**src/rtl/draw_scheduler_pkg.sv**
```systemverilog
// draw_sched_pkg: shared definitions for the frame draw scheduler.
// Holds the FSM state encoding, the client index map and the default
// sizing constants used by the scheduler, its watchdog and its interface.
package draw_sched_pkg;

    // Scheduler FSM states
    typedef enum logic [2:0] {
        S_IDLE   = 3'd0,
        S_SCAN   = 3'd1,
        S_START  = 3'd2,
        S_WAIT   = 3'd3,
        S_NEXT   = 3'd4,
        S_FINISH = 3'd5
    } sched_state_t;

    // Client index map; a lower index is serviced earlier in the frame
    localparam int CLIENT_MAP     = 0;
    localparam int CLIENT_SPRITE0 = 1;
    localparam int CLIENT_SPRITE1 = 2;
    localparam int CLIENT_HUD     = 3;

    // Default sizing; the timeout must exceed a full 160x120 redraw by
    // the slowest client (4 cycles per pixel)
    localparam int DEFAULT_NUM_CLIENTS    = 4;
    localparam int DEFAULT_TIMEOUT_W      = 18;
    localparam int DEFAULT_TIMEOUT_CYCLES = 131071;

endpackage

```
**src/rtl/draw_scheduler_if.sv**
```systemverilog
// draw_sched_if: control bundle between the draw scheduler and its clients.
// master modport: the scheduler (drives draw pulses, grants, status flags).
// slave modport : the clients / frame timing logic (drive frame_start,
//                 enable mask, done pulses and err_clear).
interface draw_sched_if #(
    parameter int NUM_CLIENTS = draw_sched_pkg::DEFAULT_NUM_CLIENTS
);
    localparam int CUR_W = (NUM_CLIENTS > 1) ? $clog2(NUM_CLIENTS) : 1;

    logic                   frame_start;
    logic [NUM_CLIENTS-1:0] client_enable;
    logic [NUM_CLIENTS-1:0] client_done;
    logic                   err_clear;
    logic [NUM_CLIENTS-1:0] client_draw;
    logic [NUM_CLIENTS-1:0] grant;
    logic [CUR_W-1:0]       cur_client;
    logic                   busy;
    logic                   frame_done;
    logic                   timeout_err;
    logic                   overrun_err;

    modport master (
        input  frame_start, client_enable, client_done, err_clear,
        output client_draw, grant, cur_client, busy, frame_done,
               timeout_err, overrun_err
    );

    modport slave (
        output frame_start, client_enable, client_done, err_clear,
        input  client_draw, grant, cur_client, busy, frame_done,
               timeout_err, overrun_err
    );

endinterface

```
**src/rtl/draw_scheduler_watchdog.sv**
```systemverilog
// sched_watchdog: saturating cycle counter guarding a client's WAIT phase.
// Ports:
//   clk, resetn : clock and asynchronous active-low reset
//   clear       : synchronous clear to zero (has priority over enable)
//   enable      : count one cycle
//   expired     : count has reached LIMIT-1
module sched_watchdog #(
    parameter int W     = draw_sched_pkg::DEFAULT_TIMEOUT_W,
    parameter int LIMIT = draw_sched_pkg::DEFAULT_TIMEOUT_CYCLES
) (
    input  logic clk,
    input  logic resetn,
    input  logic clear,
    input  logic enable,
    output logic expired
);

    logic [W-1:0] count;

    // Counter stops at all-ones so a stuck enable can never wrap it back
    // below the expiry threshold.
    always_ff @(posedge clk or negedge resetn) begin
        if (!resetn) begin
            count <= '0;
        end else if (clear) begin
            count <= '0;
        end else if (enable && (count != '1)) begin
            count <= count + 1'b1;
        end
    end

    assign expired = (count == W'(LIMIT - 1));

endmodule

```
**src/rtl/draw_scheduler.sv**
```systemverilog
// draw_scheduler: serialises the frame-drawing clients onto the shared
// pixel and ROM address buses. On each accepted frame_start every enabled
// client is started in index order; its grant is held until its done
// pulse (or a watchdog timeout), followed by a one-cycle all-zero grant
// turnaround before the next client.
// Ports:
//   clk, resetn : clock and asynchronous active-low reset
//   bus         : draw_sched_if master modport (frame_start, client_enable,
//                 client_done, err_clear in; client_draw, grant, cur_client,
//                 busy, frame_done, timeout_err, overrun_err out)
module draw_scheduler
    import draw_sched_pkg::*;
#(
    parameter int NUM_CLIENTS    = DEFAULT_NUM_CLIENTS,
    parameter int TIMEOUT_W      = DEFAULT_TIMEOUT_W,
    parameter int TIMEOUT_CYCLES = DEFAULT_TIMEOUT_CYCLES
) (
    input  logic         clk,
    input  logic         resetn,
    draw_sched_if.master bus
);

    // idx must be able to hold NUM_CLIENTS itself to mark end of scan
    localparam int IDX_W = $clog2(NUM_CLIENTS + 1);
    localparam int CUR_W = (NUM_CLIENTS > 1) ? $clog2(NUM_CLIENTS) : 1;

    sched_state_t           state;
    sched_state_t           state_nxt;
    logic [IDX_W-1:0]       idx;
    logic [CUR_W-1:0]       cur_idx;
    logic [NUM_CLIENTS-1:0] pending;
    logic [NUM_CLIENTS-1:0] sel_onehot;
    logic                   scan_end;
    logic                   done_sel;
    logic                   wd_expired;
    logic                   timeout_set;
    logic                   overrun_set;
    logic                   timeout_err_q;
    logic                   overrun_err_q;

    logic [NUM_CLIENTS-1:0] client_draw;
    logic [NUM_CLIENTS-1:0] grant;
    logic                   busy;
    logic                   frame_done;

    assign cur_idx    = idx[CUR_W-1:0];
    assign scan_end   = (idx == IDX_W'(NUM_CLIENTS));
    assign sel_onehot = NUM_CLIENTS'(1) << cur_idx;
    // Only the selected client's done counts; others are noise here
    assign done_sel   = bus.client_done[cur_idx];

    // Done takes priority over an expiry in the same cycle
    assign timeout_set = (state == S_WAIT) && wd_expired && !done_sel;
    assign overrun_set = bus.frame_start && (state != S_IDLE);

    sched_watchdog #(
        .W     (TIMEOUT_W),
        .LIMIT (TIMEOUT_CYCLES)
    ) u_watchdog (
        .clk     (clk),
        .resetn  (resetn),
        .clear   (state == S_START),
        .enable  (state == S_WAIT),
        .expired (wd_expired)
    );

    // State register
    always_ff @(posedge clk or negedge resetn) begin
        if (!resetn) begin
            state <= S_IDLE;
        end else begin
            state <= state_nxt;
        end
    end

    // Client index, latched enable mask and sticky error flags. The mask
    // is captured only on acceptance so mid-frame enable changes are ignored.
    always_ff @(posedge clk or negedge resetn) begin
        if (!resetn) begin
            idx           <= '0;
            pending       <= '0;
            timeout_err_q <= 1'b0;
            overrun_err_q <= 1'b0;
        end else begin
            case (state)
                S_IDLE: begin
                    if (bus.frame_start) begin
                        pending <= bus.client_enable;
                        idx     <= '0;
                    end
                end
                S_SCAN: begin
                    if (!scan_end && !pending[cur_idx]) begin
                        idx <= idx + 1'b1;
                    end
                end
                S_NEXT: begin
                    idx <= idx + 1'b1;
                end
                default: begin
                end
            endcase

            // Setting beats clearing when both happen together
            if (timeout_set) begin
                timeout_err_q <= 1'b1;
            end else if (bus.err_clear) begin
                timeout_err_q <= 1'b0;
            end

            if (overrun_set) begin
                overrun_err_q <= 1'b1;
            end else if (bus.err_clear) begin
                overrun_err_q <= 1'b0;
            end
        end
    end

    // Next-state logic
    always_comb begin
        state_nxt = state;
        case (state)
            S_IDLE:   if (bus.frame_start) state_nxt = S_SCAN;
            S_SCAN: begin
                if (scan_end) begin
                    state_nxt = S_FINISH;
                end else if (pending[cur_idx]) begin
                    state_nxt = S_START;
                end
            end
            S_START:  state_nxt = S_WAIT;
            S_WAIT:   if (done_sel || wd_expired) state_nxt = S_NEXT;
            S_NEXT:   state_nxt = S_SCAN;
            S_FINISH: state_nxt = S_IDLE;
            default:  state_nxt = S_IDLE;
        endcase
    end

    // Outputs decode from registered state only, so no input reaches an
    // output combinationally and reset drops grant immediately.
    always_comb begin
        client_draw = '0;
        grant       = '0;
        busy        = 1'b0;
        frame_done  = 1'b0;
        case (state)
            S_SCAN:   busy = 1'b1;
            S_START: begin
                client_draw = sel_onehot;
                grant       = sel_onehot;
                busy        = 1'b1;
            end
            S_WAIT: begin
                grant = sel_onehot;
                busy  = 1'b1;
            end
            S_NEXT:   busy = 1'b1;
            S_FINISH: begin
                frame_done = 1'b1;
                busy       = 1'b1;
            end
            default: begin
            end
        endcase
    end

    assign bus.client_draw = client_draw;
    assign bus.grant       = grant;
    assign bus.cur_client  = cur_idx;
    assign bus.busy        = busy;
    assign bus.frame_done  = frame_done;
    assign bus.timeout_err = timeout_err_q;
    assign bus.overrun_err = overrun_err_q;

endmodule

```
**src/flat_wrapper.sv**
```systemverilog
// flat-port wrapper written by rule: the top's interface ports become plain ports
module draw_scheduler_flat import draw_sched_pkg::*;
#(
    parameter int NUM_CLIENTS    = DEFAULT_NUM_CLIENTS,
    parameter int TIMEOUT_W      = DEFAULT_TIMEOUT_W,
    parameter int TIMEOUT_CYCLES = DEFAULT_TIMEOUT_CYCLES
)
  (clk, resetn, bus_frame_start, bus_client_enable, bus_client_done, bus_err_clear, bus_client_draw, bus_grant, bus_cur_client, bus_busy, bus_frame_done, bus_timeout_err, bus_overrun_err);
  draw_sched_if #(.NUM_CLIENTS(NUM_CLIENTS)) bus_i ();
  input  logic clk;
  input  logic resetn;
  input wire logic [$bits(bus_i.frame_start)-1:0] bus_frame_start;
  input wire logic [$bits(bus_i.client_enable)-1:0] bus_client_enable;
  input wire logic [$bits(bus_i.client_done)-1:0] bus_client_done;
  input wire logic [$bits(bus_i.err_clear)-1:0] bus_err_clear;
  output wire logic [$bits(bus_i.client_draw)-1:0] bus_client_draw;
  output wire logic [$bits(bus_i.grant)-1:0] bus_grant;
  output wire logic [$bits(bus_i.cur_client)-1:0] bus_cur_client;
  output wire logic [$bits(bus_i.busy)-1:0] bus_busy;
  output wire logic [$bits(bus_i.frame_done)-1:0] bus_frame_done;
  output wire logic [$bits(bus_i.timeout_err)-1:0] bus_timeout_err;
  output wire logic [$bits(bus_i.overrun_err)-1:0] bus_overrun_err;
  assign bus_i.frame_start = bus_frame_start;
  assign bus_i.client_enable = bus_client_enable;
  assign bus_i.client_done = bus_client_done;
  assign bus_i.err_clear = bus_err_clear;
  assign bus_client_draw = bus_i.client_draw;
  assign bus_grant = bus_i.grant;
  assign bus_cur_client = bus_i.cur_client;
  assign bus_busy = bus_i.busy;
  assign bus_frame_done = bus_i.frame_done;
  assign bus_timeout_err = bus_i.timeout_err;
  assign bus_overrun_err = bus_i.overrun_err;
  draw_scheduler #(.NUM_CLIENTS(NUM_CLIENTS), .TIMEOUT_W(TIMEOUT_W), .TIMEOUT_CYCLES(TIMEOUT_CYCLES)) u_core (.clk(clk), .resetn(resetn), .bus(bus_i));
endmodule
```
**config.mk**
```make
export PLATFORM = sky130hd
export DESIGN_NAME = draw_scheduler_flat
export DESIGN_NICKNAME = d
export VERILOG_FILES = /design/src/rtl/draw_scheduler_pkg.sv /design/src/rtl/draw_scheduler_if.sv /design/src/rtl/draw_scheduler_watchdog.sv /design/src/rtl/draw_scheduler.sv /design/src/flat_wrapper.sv
export SDC_FILE = /design/constraint.sdc
export NUM_CORES = 1
export LEC_CHECK = 0
export ABC_AREA = 0
export CELL_PAD_IN_SITES_DETAIL_PLACEMENT = 0
export CELL_PAD_IN_SITES_GLOBAL_PLACEMENT = 2
export CORE_UTILIZATION = 34
export CTS_CLUSTER_SIZE = 30
export DETAILED_ROUTE_END_ITERATION = 10
export GPL_TIMING_DRIVEN = 0
export PLACE_DENSITY_LB_ADDON = 0.1
export SETUP_SLACK_MARGIN = 0.2
export SLEW_MARGIN = 20
export SYNTH_ARGS = -nofsm -noshare
export SYNTH_HDL_FRONTEND = slang
export SYNTH_SLANG_ARGS = --single-unit
```
**constraint.sdc**
```tcl
create_clock -name clk -period 2.7 [get_ports clk]
set_input_delay 0.675 -clock clk [delete_from_list [all_inputs] [get_ports clk]]
set_output_delay 0.675 -clock clk [all_outputs]
set_load 0.01 [all_outputs]
```
# After elaboration in Yosys (flattened, before gate mapping)

Cells that the tools add are included.

Register bits: 30

Equal/unequal tests: 12
Shifts and indexed selects: 1
Magnitude comparators: 1
Multiplexer cells: 21
Add/subtract/negate cells: 2
Reductions and logical operators: 20

Operator list:

| cell                    | number |
|---|---|
| $mux W18                | 2 |
| $add A18 B1 Y18 const B | 1 |
| $eq A18 B17 Y1 const B  | 1 |
| $mux W3                 | 6 |
| $ne A18 B18 Y1 const B  | 1 |
| $pmux W3 S5             | 1 |
| $eq A3 B3 Y1 const B    | 3 |
| $pmux W3 S3             | 1 |
| $mux W4                 | 2 |
| $mux W1                 | 7 |
| $eq A3 B2 Y1 const B    | 2 |
| $reduce_and A3 Y1       | 2 |
| $reduce_bool A2 Y1      | 3 |
| $reduce_bool A3 Y1      | 2 |
| $logic_and A1 B1 Y1     | 5 |
| $reduce_or A5 Y1        | 1 |
| $bmux W1 S2             | 2 |
| $ne A2 B1 Y1 const B    | 2 |
| $shl A1 B2 Y4 const A   | 1 |
| $add A3 B1 Y3 const B   | 1 |
| $eq A3 B1 Y1 const B    | 1 |
| $logic_not A1 Y1        | 3 |
| $logic_not A3 Y1        | 1 |
| $lt A2 B3 Y1 const B    | 1 |
| 5 further kinds         | 5 |

# Logic depth before layout (Yosys ltp)

Gate-level depths: netlist of run 1.

Depth in word-level cells: 6
Gate-level depth with buffers: 7

# By module

A second synthesis of run 1 with hierarchy kept.

Cells, all modules: 218
Area total of the unflattened synthesis: 2077.0 sq um

By module, submodules not included:

| module         | cells an instance | seq. area each (sq um) | area each (sq um) | times used |
|---|---|---|---|---|
| sched_watchdog | 131               | 450.4                  | 1213.7            | 1 |
| draw_scheduler | 87                | 300.3                  | 863.3             | 1 |

# Worst setup path after synthesis of run 1

Ideal clock, no wire load.

Kind: reg-to-output
Start point: reg u_core.state[2]
End point: out bus_client_draw[0]
Data arrival time: 1.281 ns
Stages on the path, launching flop included: 6
Setup slack: 0.744 ns
Data required time: 2.025 ns
Cell sequence: dfrtp_1 > clkbuf_1 > nand2b_1 > nor2_1 > clkbuf_1 > and2_1

Longest elaborated chain between the ends: 2

Ends and longest elaborated chain:

| what                     | RTL line              | text |
|---|---|---|
| start: declaration       | draw_scheduler.sv:27  | `sched_state_t state;` |
| start signal: assignment | draw_scheduler.sv:72  | `state <= state_nxt;` |
| $eq A3 B2 Y1             | draw_scheduler.sv:146 | `case (state)` |
| $mux W4                  | draw_scheduler.sv:146 |  |
| end: declaration         | flat_wrapper.sv:16    | `output wire logic [$bits(bus_i.client_draw)-1:0] bus_client_draw;` |

Every way passes these cells.

# Worst setup path in the final report of run 1

Start point: reg u_core.state[0]
End point: out bus_frame_done

Longest elaborated chain between the ends: 2

Ends and longest elaborated chain:

| what             | RTL line              | text |
|---|---|---|
| $eq A3 B3 Y1     | draw_scheduler.sv:146 |  |
| $mux W1          | draw_scheduler.sv:146 |  |
| end: declaration | flat_wrapper.sv:20    | `output wire logic [$bits(bus_i.frame_done)-1:0] bus_frame_done;` |

Every way passes these cells.

==> flow_summary.json, run 1 <==
{
  "die-area_mm2": 0.00587,
  "post_drt_wl_per_cell_um": 15.9,
  "synthesis.nets": 220,
  "p_per_area_mw_per_mm2": 896,
  "htreeDepth": 2,
  "required_ns": 2.03,
  "maxSlewHeadroom_pct": 52.0,
  "drc": 0,
  "placed_area_mm2": 0.00223,
  "post-route-util_pct": 46.0,
  "core_mm2": 0.00524,
  "hold_path.class": "input port to asynchronous set/reset pin",
  "worst_pin_slew_ns": 0.720,
  "syn_to_final_growth_pct": 27.3,
  "fin_worst_skew_ns": 0.00919,
  "synth_mux_area_share_pct": 9.05,
  "syn_avg_cell_area_um2": 9.38,
  "use_met1_pct": 26.7,
  "cts_root_buf": "clkbuf_8",
  "final_area_mm2": 0.00241,
  "dp_hpwl_um": 3520,
  "drive_gt1_share_pct": 17.5,
  "overflow": 0,
  "dp.cells": 297,
  "synth_xor_area_share_pct": 2.31,
  "path_common_cell": "clkbuf_8",
  "yosysUniqueCellTypes": 50,
  "worstSkewPairLatency_ns": 0.28,
  "synth_top_family_by_area": "simple AND/OR/NAND/NOR gates",
  "leakage_nw": 1.12,
  "worstPathCellList": "clkbuf_8, clkbuf_8, and3b_1, clkdlybuf4s50_1",
  "yosysSeqAreaShare_pct": 39.6,
  "syn_inst": 202,
  "n_antenna_cell": 0,
  "crit_fanout": 10,
  "ys_async_sr_fraction_pct": 100,
  "drt-initial-drc-count": 144,
  "gr-usage-all-layers_pct": 18.5,
  "dp_slack_ns": -0.159,
  "fin_nets": 257,
  "use_met2_pct": 27.9,
  "yosysTopAreaCell": "dfrtp_1",
  "io_pins": 26,
  "top_usage_layer": "met2",
  "drv_slew": 0,
  "port_buffers": 25,
  "rsz0062_at_grt": "false",
  "setup_ws_ns": 0.239,
  "ant_nets": 0,
  "clkTransAtPathRegs_ns": 0.07,
  "wl_um": 4930,
  "die_x_um": 76.6,
  "finalNonFillerCells": 310,
  "layout_min_cycle_time_ns": 2.46,
  "max-cap-violations": 0,
  "synth_area_mm2": 0.00189,
  "cp-start-kind": "flop",
  "vias_per_cell": 5.28,
  "synthAdderAreaFrac_pct": 3.96,
  "finalSetupViolCount": 0,
  "crit_arrival_ns": 1.79,
  "critPathSlowestCell": "clkdlybuf4s50_1",
  "numCtsBuffers": 5,
  "r2r_cells": 6,
  "start_util_pct": 36.2,
  "num_vias": 1638,
  "max_freq_ghz": 0.406,
  "firstDrtPassIters": 4,
  "irDropWorstVdd_uv": 336,
  "run_status": "completed",
  "slowest_delay_ns": 0.53,
  "synth_enable_flop_cells": 0,
  "clk_path_buf_depth": 2,
  "grt_pass1_wl_um": 8390,
  "ys_ff_latch": 30,
  "synth.top_cell.area_share_pct": 39.6,
  "grt_pass1_vias": 1640,
  "cts_tree": "built",
  "rows": 26,
  "endpoint_kind": "output port",
  "yosysWarnings": 0,
  "yosys.area_share.simple_pct": 26.8,
  "clock_sinks": 30,
  "finalHoldViolations": 0,
  "post-route-period-util_pct": 91.2,
  "grt_max_degree": 31,
  "critPathKind": "flop to output port",
  "die-height_um": 76.6,
  "synth_compound_area_share_pct": 14.1,
  "ys_top_cells_by_area": "dfrtp_1, ha_1, mux2i_1, nand2_1, nor2_1",
  "synthFlopType": "dfrtp_1",
  "routabilityCongestion": 0.800,
  "holdWs_ns": 0.443,
  "antenna_found_initial": 0,
  "gr-usage-met3_pct": 3.23
}
==> cells by family after synthesis <==
family,Yosys count
multiplexers,14
buffers and inverters,17
adder cells (fa/ha/maj),6
flip-flops,30
AND/OR/NAND/NOR,93
XOR/XNOR,5
AO/OA/AOI/OAI,37
==> path summary, 6_finish.rpt <==
| check | from | to | slack, ns |
|---|---|---|---|
| max reg2reg | u_core.u_watchdog.count[0] | u_core.u_watchdog.count[14] | 0.57 |
| min in group clk | u_core.pending[0] | u_core.pending[0] | 0.51 |
| max in group asynchronous | resetn | u_core.idx[1] | 1.76 |
| min reg2reg | u_core.pending[0] | u_core.pending[0] | 0.51 |
| min | resetn | u_core.state[1] | 0.44 |
| max | u_core.state[0] | bus_frame_done | 0.24 |
==> cell usage in the layout (no fill, tap or decap), types with 4 or more instances in the layout <==
| cell | instances |
|---|---|
| clkdlybuf4s50_1 | 16 |
| o21ai_0 | 6 |
| and2_1 | 7 |
| buf_4 | 9 |
| dfrtp_1 | 28 |
| nand4_1 | 6 |
| nand2_1 | 18 |
| nor3_1 | 8 |
| dlymetal6s2s_1 | 5 |
| mux2_2 | 5 |
| inv_1 | 7 |
| mux2i_1 | 7 |
| clkbuf_8 | 9 |
| a21oi_1 | 8 |
| nand3_1 | 9 |
| nand2b_1 | 7 |
| nor2_1 | 16 |
| ha_1 | 5 |
| xnor2_1 | 4 |
==> report_power, final <==
part / internal, mW / switching (mW)
combinational: 0.540 / 0.576
clock: 0.205 / 0.172
sequential: 0.558 / 0.108
total: 1.30 / 0.856
==> per-layer routing <==
metal	share of wire [%]	vias to the layer above
met5	0	-
met4	0.93	0
met3	2.2	5
met2	46	19
met1	51	804
li1	-	810
==> area by class of cell <==
| cell class | count | area [um^2] |
|---|---|---|
| clock inverters | 1 | 5.00 |
| fillers | 520 | 2830 |
| plain buffers | 10 | 91.3 |
| multi-input cells | 155 | 1070 |
| clock buffers | 7 | 86.3 |
| repair buffers | 30 | 292 |
| flip-flops and latches | 30 | 753 |
| well taps | 70 | 87.6 |
| inverters | 7 | 26.3 |
==> worst max-delay path, delay by kind of cell, from the launching register on <==
| family | cells | cell delay [ns] |
|---|---|---|
| buffers and inverters | 3 | 0.91 |
| flip-flops | 1 | 0.42 |
| AND/OR/NAND/NOR | 1 | 0.17 |
==> synth_stat cells (2+ instances only) <==
library cell,instances
nand3b_1,3
nor2b_1,2
nand3_1,9
or4_1,2
and3_1,2
nor3_1,8
o211ai_1,3
nand2_1,18
mux4_2,2
mux2i_1,7
o21ai_0,6
buf_4,4
nor2_1,17
and2_1,7
or3_4,2
nand2b_1,7
a31oi_1,2
a211oi_1,3
nand4_1,6
a21oi_1,8
ha_1,6
o21bai_1,2
o2111ai_1,2
dfrtp_1,30
xnor2_1,4
inv_1,7
clkbuf_1,6
mux2_2,5
==> registers in the layout, indices dropped and copies added, names as in the netlist <==
| register | cells |
|---|---|
| u_core.bus.overrun_err | 1 |
| u_core.pending | 4 |
| u_core.u_watchdog.count | 18 |
| u_core.state | 3 |
| u_core.idx | 3 |
| u_core.bus.timeout_err | 1 |
==> through the flow <==
stage / total power, mW / TNS (ns)
2_1_floorplan: 1.31 / 0
3_3_place_gp: 1.66 / -0.263
3_5_place_dp: 1.68 / -0.329
4_1_cts: 2.13 / 0
5_1_grt: 2.33 / 0
6_report: 2.16 / 0
==> timing repair <==
action,CTS,global route
gates cloned,0,0
pin swaps,0,1
setup buffers,1,4
resized for setup,19,8
hold buffers,0,0
setup endpoints to repair,9,7
(Power assumes the default switching activity.)
==> inputs of run 2 (changes only) <==
- CORE_MARGIN: unset -> 8
==> run 2 against run 1 <==
  * Critical path depth is 2 higher
  * Register-to-register slack hardly changed
  * Via count rose by 0.55%
  * Maximum frequency up 2.3%
  * Non-clock buffer count shrank 2
  * Sequential share of layout area is 0.21 points higher
==> flow_summary.json, run 2 (synthesis results as in run 1) <==
{
  "cts_tree": "built",
  "post-route-util_pct": 44.0,
  "finalSetupViolCount": 0,
  "setup_ws_ns": 0.295,
  "ant_nets": 0,
  "drt-initial-drc-count": 96,
  "crit_arrival_ns": 1.73,
  "finalHoldViolations": 0,
  "cts_root_buf": "clkbuf_8",
  "n_antenna_cell": 0,
  "post_drt_wl_per_cell_um": 15.9,
  "rsz0062_at_grt": "true",
  "setup-tns-final_ns": 0,
  "net-switching-power_mw": 0.843,
  "vias_per_cell": 5.31,
  "gr-usage-all-layers_pct": 12.4,
  "cp-start-kind": "flop",
  "p_per_area_mw_per_mm2": 885,
  "r2r-start": "u_core.u_watchdog.count[0]",
  "maxSlewHeadroom_pct": 51.5,
  "top_regs": "u_core.u_watchdog.count: 18 flops, u_core.pending: 4 flops",
  "firstDrtPassIters": 6,
  "p_total_mw": 2.12,
  "swShare_pct": 39.8,
  "multi_input_area_mm2": 0.00107,
  "dp.cells": 299,
  "largest_reg_flops": 18,
  "grt_pass1_wl_um": 8300,
  "largest_register": "u_core.u_watchdog.count",
  "core_mm2": 0.00544,
  "dp_hpwl_um": 3680,
  "syn_to_final_growth_pct": 26.4,
  "port_buffers": 25,
  "irDropWorstVdd_uv": 397,
  "grt_pass1_vias": 1728,
  "crit_fanout": 10,
  "cts_hold_buf": 0,
  "clk_path_buf_depth": 2,
  "endpoint_kind": "output port",
  "num_vias": 1647,
  "holdWs_ns": 0.445,
  "fin_worst_skew_ns": 0.0106,
  "final_common_cell": "dfrtp_1",
  "die-area_mm2": 0.00822,
  "p_comb_share_pct": 50.7,
  "placed_area_mm2": 0.00223,
  "internal_power_mw": 1.28,
  "dp_slack_ns": -0.103,
  "regArea_um2": 753,
  "final_cell_mix": "dfrtp_1, nand2_1, nor2_1",
  "max-cap-violations": 0,
  "critPathLaunch": "u_core.state[2]",
  "critPathSlowestCell": "dfrtp_1",
  "numCtsBuffers": 5,
  "critPathKind": "flop to output port",
  "clkPwrFrac_pct": 18.1,
  "required_ns": 2.03,
  "hold_path.class": "input port to asynchronous set/reset pin",
  "rows": 27,
  "htreeDepth": 2,
  "max_freq_ghz": 0.416,
  "final_area_mm2": 0.00239,
  "post-route-period-util_pct": 89.1,
  "slowest_delay_ns": 0.39,
  "worstPathCellList": "clkbuf_4, nand2b_1, nor2_2, buf_8, and2_1, clkdlybuf4s15_1",
  "io_pins": 26,
  "die_x_um": 90.6,
  "grt_max_degree": 31,
  "worst_pin_slew_ns": 0.727,
  "worstSkewPairLatency_ns": 0.29,
  "clkTransAtPathRegs_ns": 0.07,
  "drive_gt1_share_pct": 18.1,
  "leakage_nw": 1.10,
  "start_util_pct": 34.8,
  "routabilityCongestion": 0.856,
  "drc": 0,
  "antenna_found_initial": 0,
  "seq_power_share_pct": 31.2,
  "layout_min_cycle_time_ns": 2.41,
  "drv_slew": 0,
  "run_status": "completed",
  "fin_nets": 255,
  "wl_um": 4940,
  "nFillCells": 532,
  "overflow": 0,
  "die-height_um": 90.6,
  "finalNonFillerCells": 310,
  "clock_sinks": 30
}
[run 2: final cells by class]
| cell class | count | area share [%] |
|---|---|---|
| timing repair buffer | 28 | 11.2 |
| multi-input combinational | 155 | 44.9 |
| inverter | 7 | 1.10 |
| sequential | 30 | 31.5 |
| clock buffer | 6 | 3.45 |
| buffer | 10 | 3.61 |
| clock inverter | 2 | 0.522 |
| tap | 72 | 3.76 |
[run 2: worst max-delay path: cells and delay by family (launching register included)]
kind | cells | cell delay (ns)
DFF | 1 | 0.39
and+or+nand+nor | 3 | 0.48
buffers and inverters | 3 | 0.57
[run 2: timing repair]
action / 4_1_cts / 5_1_grt
endpoints found under the setup margin: 10 / 7
pin swaps: 0 / 1
resized for setup: 20 / 11
buffers inserted: 2 / 1
cloned: 0 / 0
[run 2: power groups by stage]
| stage | sequential (mW) | clock, mW | combinational (mW) |
|---|---|---|---|
| floorplan | 0.651 | 0 | 0.660 |
| detailed placement | 0.686 | 0 | 0.978 |
| global route | 0.675 | 0.415 | 1.20 |
| finish | 0.662 | 0.384 | 1.07 |
| CTS | 0.660 | 0.396 | 1.07 |
| global placement | 0.677 | 0 | 0.970 |
[run 2: worst paths after layout]
kind / end / slack (ns) / cells past startpoint
setup / recovery: bus_client_draw[0] / 0.29 / 6
hold / removal: u_core.u_watchdog.count[9] / 0.45 / 1
setup reg to reg: u_core.u_watchdog.count[14] / 0.58 / 6
hold reg to reg: u_core.pending[0] / 0.52 / 1
max in group asynchronous: u_core.idx[1] / 1.74 / 1
min in group clk: u_core.pending[0] / 0.52 / 1
[run 2: per-layer routing]
metal,track usage [%],share of wire (%)
met1,13.7,43
met2,21.2,50
met3,4.16,5.1
met4,4.99,2.1
met5,0,0
==> inputs of run 3 (changes only) <==
- CTS_CLUSTER_DIAMETER: unset -> 40
- REMOVE_ABC_BUFFERS: unset -> 1
- SKIP_CTS_REPAIR_TIMING: unset -> 1
==> run 3 against run 2 <==
  * Critical path depth shrank 2
  * Sequential power increased by 13%
  * Worst setup slack worse by 0.037 ns
  * Largest power group unchanged
  * Global-route usage up 0.35 points
  * Clock power is 6.0% lower
  * Total power down 0.89%
  * Wire length rose by 0.22%
  * Cell area decreased by 0.37%
  * First-iteration DRC count shrank 39%
  * Die area unchanged
  * Highest routed layer unchanged
  * Core utilization fell by 0.16 points
==> flow_summary.json, run 3 (synthesis results as in run 1) <==
{
  "clock_sinks": 30,
  "rrSetupSlack_ns": 0.54,
  "dp.cells": 289,
  "finalHoldViolations": 0,
  "post-route-period-util_pct": 90.4,
  "finalSetupViolCount": 0,
  "wl_um": 4950,
  "timing.rr.end": "u_core.u_watchdog.count[14]",
  "htreeDepth": 2,
  "crit_fanout": 8,
  "drt-initial-drc-count": 59,
  "endpoint_kind": "output port",
  "hold_path.class": "input port to asynchronous set/reset pin",
  "dp_hpwl_um": 3560,
  "die_x_um": 90.6,
  "overflow": 0,
  "fin_nets": 253,
  "vias_per_cell": 5.45,
  "critPathLaunch": "u_core.state[2]",
  "grt_pass1_wl_um": 8470,
  "max-cap-violations": 0,
  "worst_pin_slew_ns": 0.701,
  "final_cell_mix": "dfrtp_1, clkdlybuf4s50_1, nand2_1",
  "p_total_mw": 2.10,
  "gr-usage-met3_pct": 3.82,
  "gr-usage-all-layers_pct": 12.7,
  "p_per_area_mw_per_mm2": 881,
  "crit_arrival_ns": 1.77,
  "final_common_cell": "dfrtp_1",
  "cts_root_buf": "clkbuf_8",
  "irDropWorstVdd_uv": 412,
  "clkTransAtPathRegs_ns": 0.06,
  "drv_slew": 0,
  "slowest_delay_ns": 0.53,
  "multi_input_area_mm2": 0.00109,
  "required_ns": 2.03,
  "ant_nets": 0,
  "port_buffers": 25,
  "fin_worst_skew_ns": 0.00282,
  "nFillCells": 532,
  "cts_tree": "built",
  "cp-start-kind": "flop",
  "post-route-util_pct": 43.9,
  "syn_to_final_growth_pct": 26.0,
  "drc": 0,
  "use_met2_pct": 22.2,
  "io_pins": 26,
  "num_vias": 1667,
  "grt_pass1_vias": 1714,
  "r2r_cells": 6,
  "critPathSlowestCell": "clkdlybuf4s50_1",
  "top_regs": "u_core.u_watchdog.count: 18 flops, u_core.pending: 4 flops",
  "routabilityCongestion": 0.787,
  "antenna_found_initial": 0,
  "max_freq_ghz": 0.410,
  "worstSkewPairLatency_ns": 0.28,
  "finalNonFillerCells": 306,
  "firstDrtPassIters": 4,
  "die-area_mm2": 0.00822,
  "post_drt_wl_per_cell_um": 16.2,
  "worstPathCellList": "nand2b_4, nor2_4, and2_1, clkdlybuf4s50_1",
  "holdWs_ns": 0.438,
  "use_met1_pct": 13.5,
  "leakage_nw": 1.07,
  "rows": 27,
  "largest_reg_flops": 18,
  "numCtsBuffers": 5,
  "regArea_um2": 759,
  "largest_register": "u_core.u_watchdog.count",
  "start_util_pct": 34.8,
  "n_antenna_cell": 0,
  "die-height_um": 90.6,
  "top_usage_layer": "met2",
  "layout_min_cycle_time_ns": 2.44,
  "clk_path_buf_depth": 2,
  "maxSlewHeadroom_pct": 53.2,
  "drive_gt1_share_pct": 18.8,
  "run_status": "completed",
  "critPathKind": "flop to output port",
  "r2r-start": "u_core.state[2]",
  "core_mm2": 0.00544,
  "rsz0062_at_grt": "true",
  "grt_max_degree": 31
}
==> run 3: changes by cell type in the layout (fill, tap and decap cells not counted), sizes merged <==
cell / before / now
clkinv: 1 / 0
clkdlybuf4s15: 1 / 0
clkbuf: 11 / 6
dlygate4sd2: 3 / 0
clkdlybuf4s50: 15 / 20
buf: 10 / 12
clkinvlp: 1 / 0
==> run 3: worst max-delay path by stage <==
| stage | end | slack (ns) | cells past startpoint |
|---|---|---|---|
| after global routing | bus_client_draw[3] | 0.14 | 4 |
| after global placement | bus_client_draw[0] | -0.17 | 4 |
| after floorplan | bus_client_draw[1] | 0.73 | 3 |
| after detailed placement | bus_client_draw[0] | -0.18 | 4 |
| after CTS | bus_client_draw[0] | -0.51 | 4 |
| final | bus_client_draw[0] | 0.26 | 4 |
==> run 3: where the power goes <==
group	switching, mW	leakage [nW]	internal, mW	total [mW]
clock	0.164	0.0431	0.196	0.361
combinational	0.476	0.642	0.513	0.989
sequential	0.185	0.389	0.566	0.751
total	0.826	1.07	1.28	2.10
==> run 3: cell type report <==
type | count | area share [%]
Inverter | 7 | 1.10
Timing Repair Buffer | 36 | 14.2
Multi-Input combinational cell | 155 | 45.7
Sequential cell | 30 | 31.8
Clock buffer | 6 | 3.46
Tap cell | 72 | 3.78
==> run 3: worst max-delay path, delay by kind of cell (launching register included) <==
kind                   cells  cell delay, ns
buffers and inverters      1            0.53
flip-flops                 1            0.46
AND/OR/NAND/NOR            3            0.49
==> run 3: routing by layer <==
metal,up-vias,wire [um],part of all wire [%]
li1,801,-,-
met1,819,2090,42
met5,-,0,0
met3,9,222,4.5
met2,38,2540,51
met4,0,96,1.9
==> run 3: stage by stage <==
stage               setup slack, ns  instance area (um^2)  TNS, ns
finish                        0.258                  2390        0
floorplan                     0.729                  1840        0
CTS                          -0.511                  2260    -2.22
detailed placement           -0.183                  2180   -0.363
global route                  0.144                  2390        0
global placement             -0.171                  2180   -0.339
